**src/rtl/instruction_block_loader_if.sv**
```systemverilog
// Imem write handshake plus AXI4 read-only (AR/R) channels of the instruction block loader.
// The loader sits on the master modport; DRAM and imem models use the slave modport.
interface instruction_block_loader_if #(
  parameter int unsigned AXI_ADDR_WIDTH = 42,
  parameter int unsigned DATA_WIDTH     = 64
);
  logic                      imem_wr_start;
  logic                      imem_wr_done;
  logic                      imem_wr_data_valid;
  logic [DATA_WIDTH-1:0]     imem_wr_data;

  logic [AXI_ADDR_WIDTH-1:0] m_axi_araddr;
  logic [7:0]                m_axi_arlen;
  logic [2:0]                m_axi_arsize;
  logic [1:0]                m_axi_arburst;
  logic                      m_axi_arvalid;
  logic                      m_axi_arready;

  logic [DATA_WIDTH-1:0]     m_axi_rdata;
  logic [1:0]                m_axi_rresp;
  logic                      m_axi_rlast;
  logic                      m_axi_rvalid;
  logic                      m_axi_rready;

  modport master (
    input  imem_wr_start,
    output imem_wr_done, imem_wr_data_valid, imem_wr_data,
    output m_axi_araddr, m_axi_arlen, m_axi_arsize, m_axi_arburst, m_axi_arvalid,
    input  m_axi_arready,
    input  m_axi_rdata, m_axi_rresp, m_axi_rlast, m_axi_rvalid,
    output m_axi_rready
  );

  modport slave (
    output imem_wr_start,
    input  imem_wr_done, imem_wr_data_valid, imem_wr_data,
    input  m_axi_araddr, m_axi_arlen, m_axi_arsize, m_axi_arburst, m_axi_arvalid,
    output m_axi_arready,
    output m_axi_rdata, m_axi_rresp, m_axi_rlast, m_axi_rvalid,
    input  m_axi_rready
  );
endinterface

```
**src/rtl/instruction_block_loader.sv**
```systemverilog
// AXI4 read master that fetches one instruction block per imem_wr_start request from
// contiguous DRAM and streams it into the double-buffered instruction memory.
module instruction_block_loader #(
  parameter int unsigned NUM_INST_IN     = 2,
  parameter int unsigned INST_DATA_WIDTH = 32,
  parameter int unsigned INST_ADDR_WIDTH = 10,
  parameter int unsigned AXI_ADDR_WIDTH  = 42,
  parameter int unsigned AXI_MAX_BURST   = 16,
  localparam int unsigned BLK_W = INST_ADDR_WIDTH - $clog2(NUM_INST_IN) + 1
) (
  input  logic                      clk,
  input  logic                      reset,
  input  logic                      start,
  input  logic [AXI_ADDR_WIDTH-1:0] cfg_base_addr,
  input  logic [15:0]               cfg_num_blocks,
  input  logic [BLK_W-1:0]          cfg_block_beats,
  output logic                      load_done,
  output logic                      load_err,
  instruction_block_loader_if.master bus
);

  localparam int unsigned DATA_W         = NUM_INST_IN * INST_DATA_WIDTH;
  localparam int unsigned BYTES_PER_BEAT = DATA_W / 8;
  localparam int unsigned BEAT_SHIFT     = $clog2(BYTES_PER_BEAT);
  localparam int unsigned CAPACITY       = 1 << (BLK_W - 1);
  localparam int unsigned BURST_W        = $clog2(AXI_MAX_BURST) + 1;

  localparam logic [2:0] StIdle    = 3'd0;
  localparam logic [2:0] StWaitReq = 3'd1;
  localparam logic [2:0] StAddr    = 3'd2;
  localparam logic [2:0] StData    = 3'd3;
  localparam logic [2:0] StDone    = 3'd4;

  logic [2:0]                state_q, state_d;
  logic [AXI_ADDR_WIDTH-1:0] addr_q, addr_d;
  logic [15:0]               blocks_left_q, blocks_left_d;
  logic [BLK_W-1:0]          block_beats_q, block_beats_d;
  logic [BLK_W-1:0]          beats_left_q, beats_left_d;
  logic [BURST_W-1:0]        burst_len_q, burst_len_d;
  logic [BURST_W-1:0]        burst_left_q, burst_left_d;
  logic [7:0]                arlen_q, arlen_d;
  logic                      pending_q, pending_d;
  logic                      wr_valid_q, wr_valid_d;
  logic [DATA_W-1:0]         wr_data_q, wr_data_d;
  logic                      done_q, done_d;
  logic                      load_done_q, load_done_d;
  logic                      load_err_q, load_err_d;

  logic [BLK_W-1:0]          beats_src;
  logic [31:0]               to_4k;
  logic [31:0]               len_calc;
  logic                      last_beat;

  // Next burst length: limited by beats left, max burst and the next 4KB boundary.
  always_comb begin
    beats_src = (state_q == StWaitReq) ? block_beats_q : beats_left_q;
    to_4k     = (32'd4096 - 32'(addr_q[11:0])) >> BEAT_SHIFT;
    len_calc  = 32'(beats_src);
    if (len_calc > AXI_MAX_BURST) len_calc = AXI_MAX_BURST;
    if (len_calc > to_4k)         len_calc = to_4k;
  end

  always_comb begin
    state_d       = state_q;
    addr_d        = addr_q;
    blocks_left_d = blocks_left_q;
    block_beats_d = block_beats_q;
    beats_left_d  = beats_left_q;
    burst_len_d   = burst_len_q;
    burst_left_d  = burst_left_q;
    arlen_d       = arlen_q;
    pending_d     = pending_q;
    wr_valid_d    = 1'b0;
    wr_data_d     = wr_data_q;
    done_d        = 1'b0;
    load_done_d   = 1'b0;
    load_err_d    = load_err_q;
    last_beat     = (burst_left_q == BURST_W'(1));

    case (state_q)
      StIdle: begin
        if (start) begin
          addr_d        = cfg_base_addr;
          blocks_left_d = cfg_num_blocks;
          block_beats_d = (32'(cfg_block_beats) > CAPACITY) ? BLK_W'(CAPACITY) : cfg_block_beats;
          load_err_d    = 1'b0;
          pending_d     = 1'b0;
          if (cfg_num_blocks == 16'd0) load_done_d = 1'b1;
          else                         state_d     = StWaitReq;
        end
      end
      StWaitReq: begin
        if (pending_q) begin
          pending_d    = 1'b0;
          beats_left_d = block_beats_q;
          if (block_beats_q == '0) begin
            state_d = StDone;
          end else begin
            state_d     = StAddr;
            arlen_d     = 8'(len_calc - 32'd1);
            burst_len_d = BURST_W'(len_calc);
          end
        end
      end
      StAddr: begin
        if (bus.m_axi_arready) begin
          state_d      = StData;
          addr_d       = addr_q + AXI_ADDR_WIDTH'(32'(burst_len_q) << BEAT_SHIFT);
          beats_left_d = beats_left_q - BLK_W'(burst_len_q);
          burst_left_d = burst_len_q;
        end
      end
      StData: begin
        if (bus.m_axi_rvalid) begin
          wr_valid_d   = 1'b1;
          wr_data_d    = bus.m_axi_rdata;
          burst_left_d = burst_left_q - BURST_W'(1);
          if (bus.m_axi_rresp != 2'b00) load_err_d = 1'b1;
          // A mismatched rlast still closes the burst so the FSM cannot stall.
          if (bus.m_axi_rlast != last_beat) load_err_d = 1'b1;
          if (bus.m_axi_rlast || last_beat) begin
            if (beats_left_q != '0) begin
              state_d     = StAddr;
              arlen_d     = 8'(len_calc - 32'd1);
              burst_len_d = BURST_W'(len_calc);
            end else begin
              state_d = StDone;
            end
          end
        end
      end
      StDone: begin
        done_d        = 1'b1;
        blocks_left_d = blocks_left_q - 16'd1;
        if (blocks_left_q == 16'd1) begin
          state_d     = StIdle;
          load_done_d = 1'b1;
        end else begin
          state_d = StWaitReq;
        end
      end
      default: state_d = StIdle;
    endcase

    // A new request outranks the clear of the one just consumed.
    if (bus.imem_wr_start && (state_q != StIdle)) pending_d = 1'b1;
  end

  always_ff @(posedge clk or posedge reset) begin
    if (reset) begin
      state_q       <= StIdle;
      addr_q        <= '0;
      blocks_left_q <= '0;
      block_beats_q <= '0;
      beats_left_q  <= '0;
      burst_len_q   <= '0;
      burst_left_q  <= '0;
      arlen_q       <= '0;
      pending_q     <= 1'b0;
      wr_valid_q    <= 1'b0;
      wr_data_q     <= '0;
      done_q        <= 1'b0;
      load_done_q   <= 1'b0;
      load_err_q    <= 1'b0;
    end else begin
      state_q       <= state_d;
      addr_q        <= addr_d;
      blocks_left_q <= blocks_left_d;
      block_beats_q <= block_beats_d;
      beats_left_q  <= beats_left_d;
      burst_len_q   <= burst_len_d;
      burst_left_q  <= burst_left_d;
      arlen_q       <= arlen_d;
      pending_q     <= pending_d;
      wr_valid_q    <= wr_valid_d;
      wr_data_q     <= wr_data_d;
      done_q        <= done_d;
      load_done_q   <= load_done_d;
      load_err_q    <= load_err_d;
    end
  end

  assign bus.m_axi_arvalid      = (state_q == StAddr);
  assign bus.m_axi_araddr       = bus.m_axi_arvalid ? addr_q : '0;
  assign bus.m_axi_arlen        = bus.m_axi_arvalid ? arlen_q : 8'd0;
  assign bus.m_axi_arsize       = bus.m_axi_arvalid ? 3'(BEAT_SHIFT) : 3'd0;
  assign bus.m_axi_arburst      = bus.m_axi_arvalid ? 2'b01 : 2'b00;
  assign bus.m_axi_rready       = (state_q == StData);
  assign bus.imem_wr_data_valid = wr_valid_q;
  assign bus.imem_wr_data       = wr_data_q;
  assign bus.imem_wr_done       = done_q;
  assign load_done              = load_done_q;
  assign load_err               = load_err_q;

endmodule

```
**src/flat_wrapper.sv**
```systemverilog
// flat-port wrapper written by rule: the top's interface ports become plain ports
module instruction_block_loader_flat 
#(
  parameter int unsigned NUM_INST_IN     = 2,
  parameter int unsigned INST_DATA_WIDTH = 32,
  parameter int unsigned INST_ADDR_WIDTH = 10,
  parameter int unsigned AXI_ADDR_WIDTH  = 42,
  parameter int unsigned AXI_MAX_BURST   = 16,
  localparam int unsigned BLK_W = INST_ADDR_WIDTH - $clog2(NUM_INST_IN) + 1
)
  (clk, reset, start, cfg_base_addr, cfg_num_blocks, cfg_block_beats, load_done, load_err, bus_imem_wr_start, bus_imem_wr_done, bus_imem_wr_data_valid, bus_imem_wr_data, bus_m_axi_araddr, bus_m_axi_arlen, bus_m_axi_arsize, bus_m_axi_arburst, bus_m_axi_arvalid, bus_m_axi_arready, bus_m_axi_rdata, bus_m_axi_rresp, bus_m_axi_rlast, bus_m_axi_rvalid, bus_m_axi_rready);
  instruction_block_loader_if #(.AXI_ADDR_WIDTH(AXI_ADDR_WIDTH), .DATA_WIDTH((64))) bus_i ();
  input  logic clk;
  input  logic reset;
  input  logic start;
  input  logic [AXI_ADDR_WIDTH-1:0] cfg_base_addr;
  input  logic [15:0] cfg_num_blocks;
  input  logic [BLK_W-1:0] cfg_block_beats;
  output logic load_done;
  output logic load_err;
  input wire logic [$bits(bus_i.imem_wr_start)-1:0] bus_imem_wr_start;
  output wire logic [$bits(bus_i.imem_wr_done)-1:0] bus_imem_wr_done;
  output wire logic [$bits(bus_i.imem_wr_data_valid)-1:0] bus_imem_wr_data_valid;
  output wire logic [$bits(bus_i.imem_wr_data)-1:0] bus_imem_wr_data;
  output wire logic [$bits(bus_i.m_axi_araddr)-1:0] bus_m_axi_araddr;
  output wire logic [$bits(bus_i.m_axi_arlen)-1:0] bus_m_axi_arlen;
  output wire logic [$bits(bus_i.m_axi_arsize)-1:0] bus_m_axi_arsize;
  output wire logic [$bits(bus_i.m_axi_arburst)-1:0] bus_m_axi_arburst;
  output wire logic [$bits(bus_i.m_axi_arvalid)-1:0] bus_m_axi_arvalid;
  input wire logic [$bits(bus_i.m_axi_arready)-1:0] bus_m_axi_arready;
  input wire logic [$bits(bus_i.m_axi_rdata)-1:0] bus_m_axi_rdata;
  input wire logic [$bits(bus_i.m_axi_rresp)-1:0] bus_m_axi_rresp;
  input wire logic [$bits(bus_i.m_axi_rlast)-1:0] bus_m_axi_rlast;
  input wire logic [$bits(bus_i.m_axi_rvalid)-1:0] bus_m_axi_rvalid;
  output wire logic [$bits(bus_i.m_axi_rready)-1:0] bus_m_axi_rready;
  assign bus_i.imem_wr_start = bus_imem_wr_start;
  assign bus_imem_wr_done = bus_i.imem_wr_done;
  assign bus_imem_wr_data_valid = bus_i.imem_wr_data_valid;
  assign bus_imem_wr_data = bus_i.imem_wr_data;
  assign bus_m_axi_araddr = bus_i.m_axi_araddr;
  assign bus_m_axi_arlen = bus_i.m_axi_arlen;
  assign bus_m_axi_arsize = bus_i.m_axi_arsize;
  assign bus_m_axi_arburst = bus_i.m_axi_arburst;
  assign bus_m_axi_arvalid = bus_i.m_axi_arvalid;
  assign bus_i.m_axi_arready = bus_m_axi_arready;
  assign bus_i.m_axi_rdata = bus_m_axi_rdata;
  assign bus_i.m_axi_rresp = bus_m_axi_rresp;
  assign bus_i.m_axi_rlast = bus_m_axi_rlast;
  assign bus_i.m_axi_rvalid = bus_m_axi_rvalid;
  assign bus_m_axi_rready = bus_i.m_axi_rready;
  instruction_block_loader #(.NUM_INST_IN(NUM_INST_IN), .INST_DATA_WIDTH(INST_DATA_WIDTH), .INST_ADDR_WIDTH(INST_ADDR_WIDTH), .AXI_ADDR_WIDTH(AXI_ADDR_WIDTH), .AXI_MAX_BURST(AXI_MAX_BURST)) u_core (.clk(clk), .reset(reset), .start(start), .cfg_base_addr(cfg_base_addr), .cfg_num_blocks(cfg_num_blocks), .cfg_block_beats(cfg_block_beats), .load_done(load_done), .load_err(load_err), .bus(bus_i));
endmodule
```
**config.mk**
```make
export PLATFORM = sky130hd
export DESIGN_NAME = instruction_block_loader_flat
export DESIGN_NICKNAME = d
export VERILOG_FILES = /design/src/rtl/instruction_block_loader_if.sv /design/src/rtl/instruction_block_loader.sv /design/src/flat_wrapper.sv
export SDC_FILE = /design/constraint.sdc
export NUM_CORES = 1
export LEC_CHECK = 0
export CORE_MARGIN = 2
export CORE_UTILIZATION = 53
export DETAILED_ROUTE_END_ITERATION = 10
export GPL_TIMING_DRIVEN = 1
export PLACE_DENSITY = 0.87
export SLEW_MARGIN = 20
export SYNTH_ARGS = -nofsm -noshare
export SYNTH_HDL_FRONTEND = slang
export SYNTH_SLANG_ARGS = --single-unit
```
**constraint.sdc**
```tcl
create_clock -name clk -period 13.8 [get_ports clk]
set_clock_uncertainty 0.15 [all_clocks]
set_input_delay 1.38 -clock clk [delete_from_list [all_inputs] [get_ports clk]]
set_output_delay 1.38 -clock clk [all_outputs]
set_load 0.02 [all_outputs]
```
# Word-level counts from Yosys, hierarchy flattened
# Cells that the tools add are included.
[totals] latch_bits=0 output_inout_bits=125 memories=0 regBits=168 word_cells=120 in_bits=141 rom_bits=0 mem_bits_rw=0
[classes] n_mux=55 eq_ne=17 magnitude_cmp=3 add_sub_neg=6 n_reduce_logical=25 shift=0 bitwise_logic=0 n_div=0 n_mul=0
[op_table] op="42-bit 2-to-1 mux" n=3
[op_table] op="42-bit case mux with 2 select lines" n=1
[op_table] op="8-bit 2-to-1 mux" n=7
[op_table] op="10-bit 2-to-1 mux" n=5
[op_table] op="42-bit by 8-bit adder with 42-bit output" n=1
[op_table] op="5-bit 2-to-1 mux" n=7
[op_table] op="16-bit case mux with 2 select lines" n=1
[op_table] op="10-bit by 29-bit > comparator with 1-bit output" n=1
[op_table] op="3-bit 2-to-1 mux" n=8
[op_table] op="10-bit case mux with 2 select lines" n=1
[op_table] op="5-bit case mux with 2 select lines" n=2
[op_table] op="16-bit by 1-bit == test with 1-bit output, second input constant" n=1
[op_table] op="16-bit logical NOT" n=1
[op_table] op="16-bit 2-to-1 mux" n=1
[op_table] op="8-bit case mux with 2 select lines" n=1
[op_table] op="16-bit by 1-bit subtractor with 16-bit output, second input constant" n=1
[op_table] op="3-bit case mux with 5 select lines" n=1
[op_table] op="2-bit nonzero test" n=7
[op_table] op="13-bit by 12-bit subtractor with 14-bit output, first input constant" n=1
[op_table] op="1-bit 2-to-1 mux" n=13
[op_table] op="6-bit AND reduction" n=2
[op_table] op="10-bit > comparator, second input constant" n=1
[op_table] op="10-bit by 5-bit > comparator with 1-bit output, second input constant" n=1
[op_table] op="10-bit logical NOT" n=1
[op_table] op="22 further kinds" n=37

# Logic depth before layout (Yosys ltp)
[depth] ltp_word=11 mapped_depth=18 depth_no_buf=17

# Least setup slack after synthesis
# Ideal clock, no wire load.
[synth_path] path_kind="reg-to-reg" from="register u_core.beats_left_q[1]" to="register u_core.arlen_q[6]" required_ns=13.568 n_path_buf=1 stages_incl_launch_ff=17 synth_period_minus_slack_ns=4.616 t_arrival_ns=4.384 setup_slack_ns=9.184 setup_ns=0.082 cell_sequence="dfrtp_1 or4_1 a2111oi_2 a31oi_1 or2_2 ha_1 and4b_1 o21ai_0 a21o_1 a21oi_1 clkbuf_1 mux2i_1 ha_1 nand3_1 mux2_2 a211o_1 a31oi_1"
[synth_via] elab_chain_cells=10 word_cells_on_any_way=15 classes_between="add/sub: 1; order compare: 2; eq/ne: 1; mux: 9; reduce/logical: 2"
[synth_rtl] element="start: declaration" line_no="instruction_block_loader.sv:38" text="logic [BLK_W-1:0] beats_left_q, beats_left_d;"
[synth_rtl] element="start signal: assignment" line_no="instruction_block_loader.sv:170" text="beats_left_q <= beats_left_d;"
[synth_rtl] element="10-bit 2-to-1 mux" line_no="instruction_block_loader.sv:56" text="beats_src = (state_q == StWaitReq) ? block_beats_q : beats_left_q;"
[synth_rtl] element="10-bit by 5-bit > comparator with 1-bit output" line_no="instruction_block_loader.sv:59" text="if (len_calc > AXI_MAX_BURST) len_calc = AXI_MAX_BURST;"
[synth_rtl] element="10-bit 2-to-1 mux" line_no="instruction_block_loader.sv:59"
[synth_rtl] element="10-bit by 29-bit > comparator with 1-bit output" line_no="instruction_block_loader.sv:60" text="if (len_calc > to_4k) len_calc = to_4k;"
[synth_rtl] element="8-bit 2-to-1 mux" line_no="instruction_block_loader.sv:60"
[synth_rtl] element="8-bit by 1-bit subtractor with 8-bit output" line_no="instruction_block_loader.sv:100, instruction_block_loader.sv:124"
[synth_rtl] element="8-bit 2-to-1 mux" line_no="instruction_block_loader.sv:122" text="if (beats_left_q != '0) begin"
[synth_rtl] element="8-bit 2-to-1 mux" line_no="instruction_block_loader.sv:121" text="if (bus.m_axi_rlast || last_beat) begin"
[synth_rtl] element="8-bit 2-to-1 mux" line_no="instruction_block_loader.sv:114" text="if (bus.m_axi_rvalid) begin"
[synth_rtl] element="8-bit case mux with 2 select lines" line_no="instruction_block_loader.sv:80" text="case (state_q)"
[synth_rtl] element="end signal: assignment" line_no="instruction_block_loader.sv:173" text="arlen_q <= arlen_d;"
[synth_rtl] element="end: declaration" line_no="instruction_block_loader.sv:41" text="logic [7:0] arlen_q, arlen_d;"
# Several ways; a longest one is shown, not always the timed one. The select of a mux whose other input is x is not followed.
# A chain may end at the register's enable or synchronous reset.

# Worst setup path in the final report
[layout_path] from="register u_core.state_q[0]" to="output bus_m_axi_araddr[8]"
[layout_via] elab_chain_cells=2
[layout_rtl] element="start: declaration" line_no="instruction_block_loader.sv:34" text="logic [2:0] state_q, state_d;"
[layout_rtl] element="start signal: assignment" line_no="instruction_block_loader.sv:151" text="state_q <= StIdle;"
[layout_rtl] element="start signal: assignment" line_no="instruction_block_loader.sv:166" text="state_q <= state_d;"
[layout_rtl] element="3-bit by 2-bit == test with 1-bit output" line_no="instruction_block_loader.sv:183" text="assign bus.m_axi_arvalid = (state_q == StAddr);"
[layout_rtl] element="42-bit 2-to-1 mux" line_no="instruction_block_loader.sv:184" text="assign bus.m_axi_araddr = bus.m_axi_arvalid ? addr_q : '0;"
[layout_rtl] element="end: declaration" line_no="flat_wrapper.sv:25" text="output wire logic [$bits(bus_i.m_axi_araddr)-1:0] bus_m_axi_araddr;"
# No other way between the ends.

==> results.toml <==
[outcome]
status = "finished, final reports clean"

[job]
drv_cap = 0

[clock_network]
cts.sinks = 168
post_cts_buffers = 0
clock_latency_ns = 0.43
clk_path_buf_depth = 2
hold_buffers = 0
cts_resized = 0
h-tree-depth = 4
clk_pin_slew_ns = 0.07
numCtsBuffers = 17
cts_tree = "done"
cts-root-buf = "clkbuf_16"

[sta]
fin_setup_tns_ns = 0
finalSetupViolCount = 0
slew_violations = 0
tightest_slew_ns = 0.957
hold_viol = 0
max_freq_mhz = 205
max_slew_margin = 0.362
worst_slack_ns = 8.91
min_period_ns = 4.89
rsz0062_at_grt = "false"
finalCritPeriodShare = 0.354

[yosys]
syn_inst = 1014
ys.flop_type = "dfrtp_1"
yosysWarnings = 0
synth_area_um2 = 9430
yosys.cell_types.count = 75
synth.area.top_cells = "dfrtp_1 45%, mux2_2 8.1%, a21oi_1 4.6%"
synth_top_area_share = 0.446
avgSynthCellArea_um2 = 9.30
yosysMostFrequentCell = "dfrtp_1"
netlist_top_cells_count = "168 x dfrtp_1, 112 x nand2_1, 87 x a21oi_1"
synth_seq_area_share = 0.446
synth_edf_count = 0
yosysTopAreaCell = "dfrtp_1"
synth_seq_cells = 168
async_flop_share = 1.00

[worst_setup_path]
ff2ff_path_depth = 18
end_kind = "output pin"
crit_type = "flop to output pin"
path_max_fanout = 59
rrSetupSlack_ns = 9.03
r2r-end = "u_core.arlen_q[6]"
worstPathRequired_ns = 12.27
arrival_ns = 3.36
crit_start = "u_core.state_q[0]"
crit_path_end = "bus_m_axi_araddr[8]"
start_kind = "flop"
r2r_start = "u_core.addr_q[3]"

[floorplanning]
ioPinCount = 266
die_y_um = 137
die_width_um = 137
initial_core_util = 0.543
dieArea_um2 = 18900
rows = 48
core_region_area_um2 = 17400

[global_routing]
grt_util_all_layers = 0.297
grt-ovfl-total = 0
grt_pass1_vias = 8653
antenna_found_initial = 0
grt_max_degree = 99
grt_pass1_wl_mm = 43.9

[route]
ant_nets = 0
wirelength_mm = 28.3
viasPerCell = 6.09
wire_per_inst_um = 19.0
drc_errors = 0
vias = 9075
detailedRoute.firstPassIterationCount = 6
drt_iter0_drc = 853

[power]
seqPwrFrac = 0.304
p_comb_frac = 0.545
p_sw_frac = 0.437
p_int_w = 0.00178
vdd_ir_drop_max_v = 0.000149
p_sw_w = 0.00138
power_density_nw_per_um2 = 247
clkPwrFrac = 0.150
fin_total_pwr_w = 0.00316
cellLeakagePower_nw = 5.42

[min_path]
hold_depth = 1
hold_path_class = "flop to flop"

[placement]
portBuffers = 263
dpl.hpwl_mm = 20.0
dp_slack_ns = 9.13
gp_congestion = 0.903

[layout]
area_delta_synth_final_pct = 35.6
fin_nets = 1421
final_layout_size_suffix_gt1_frac = 0.106
## power by group through the flow
| stage | sequential, W | clock (W) | combinational, W |
|---|---|---|---|
| 6_report | 0.000962 | 0.000476 | 0.00172 |
| 4_1_cts | 0.000954 | 0.000479 | 0.00172 |
| 2_1_floorplan | 0.00101 | 0 | 0.000979 |
| 3_3_place_gp | 0.000942 | 0 | 0.00166 |
| 3_5_place_dp | 0.000958 | 0 | 0.00170 |
| 5_1_grt | 0.000990 | 0.000497 | 0.00187 |
## through the flow
step           instances  hold slack [ns]  area, um^2   util
6_report            1491            0.355       12800  0.737
5_1_grt             1490            0.369       12800  0.737
4_1_cts             1490            0.360       12800  0.736
3_5_place_dp        1458            0.332       12200  0.703
3_3_place_gp        1458            0.319       12200  0.703
2_1_floorplan       1020            0.301        9450      -
## cells in the final DEF (no fill, tap or decap), drive strengths merged, types with 11 or more instances in the layout
master	synthesis	final
o22ai	18	18
nor3	18	18
buf	24	13
ha	26	26
mux2	69	69
or4	11	11
and3	45	45
a21oi	87	87
clkdlybuf4s50	0	263
dfrtp	168	168
o211ai	11	11
xnor2	11	11
nand2	112	112
inv	46	51
nand3	31	31
nor4	12	12
nor2	82	82
o21ai	52	52
clkbuf	39	19
## worst min-delay path by stage
stage,start,to,slack (ns)
floorplan,u_core.blocks_left_q[15],u_core.blocks_left_q[15],0.30
global placement,u_core.load_err,u_core.load_err,0.32
detailed placement,u_core.blocks_left_q[15],u_core.blocks_left_q[15],0.33
CTS,u_core.bus.imem_wr_data[32],u_core.bus.imem_wr_data[32],0.36
global route,u_core.bus.imem_wr_data[22],u_core.bus.imem_wr_data[22],0.37
finish,u_core.addr_q[41],u_core.addr_q[41],0.36
## worst max-delay path: stages (launching register included)
cell and delay (ns):
dfrtp_1 0.51, nor2_2 0.13, buf_4 0.33, nand2_1 0.15, inv_2 0.37, buf_4 0.55
nand2_1 0.17, inv_1 0.09, clkdlybuf4s50_1 0.60
## layout make-up
class	count	area [um^2]
repair buffers	276	2730
multi-input cells	742	4800
clock buffers	19	443
clock inverters	13	139
diodes	1	2.50
inverters	47	181
fillers	1209	4570
well taps	225	282
flip-flops and latches	168	4200
## per-layer routing
layer  up-vias  track usage  share of wire
met1      4392        0.381           0.40
met4         0        0.132          0.035
li1       4154            -              -
met5         -            0              0
met3        71       0.0522          0.071
met2       458        0.492           0.50
## state kept, by name, summed over array words and instances (netlist names)
| name | cells |
|---|---|
| u_core.state_q | 3 |
| u_core.bus.imem_wr_done | 1 |
| u_core.pending_q | 1 |
| u_core.blocks_left_q | 16 |
| u_core.addr_q | 42 |
| u_core.load_done | 1 |
| u_core.beats_left_q | 10 |
| u_core.burst_len_q | 5 |
| u_core.load_err | 1 |
| u_core.burst_left_q | 5 |
| u_core.block_beats_q | 10 |
| u_core.bus.imem_wr_data_valid | 1 |
| u_core.arlen_q | 8 |
| u_core.bus.imem_wr_data | 64 |
## logic make-up (layout without fill, tap and decap cells)
kind of cell / after synthesis / in the layout / share of synthesized area
fa+ha+maj: 28 / 28 / 0.0387
xor+xnor: 16 / 16 / 0.0149
buf+inv: 110 / 355 / 0.0480
mux: 74 / 74 / 0.0881
other cells: 1 / 8 / 0.000398
simple gates: 358 / 358 / 0.187
flops: 168 / 168 / 0.446
compound gates: 259 / 259 / 0.177
Note: power is estimated with default switching activity, not from simulation.
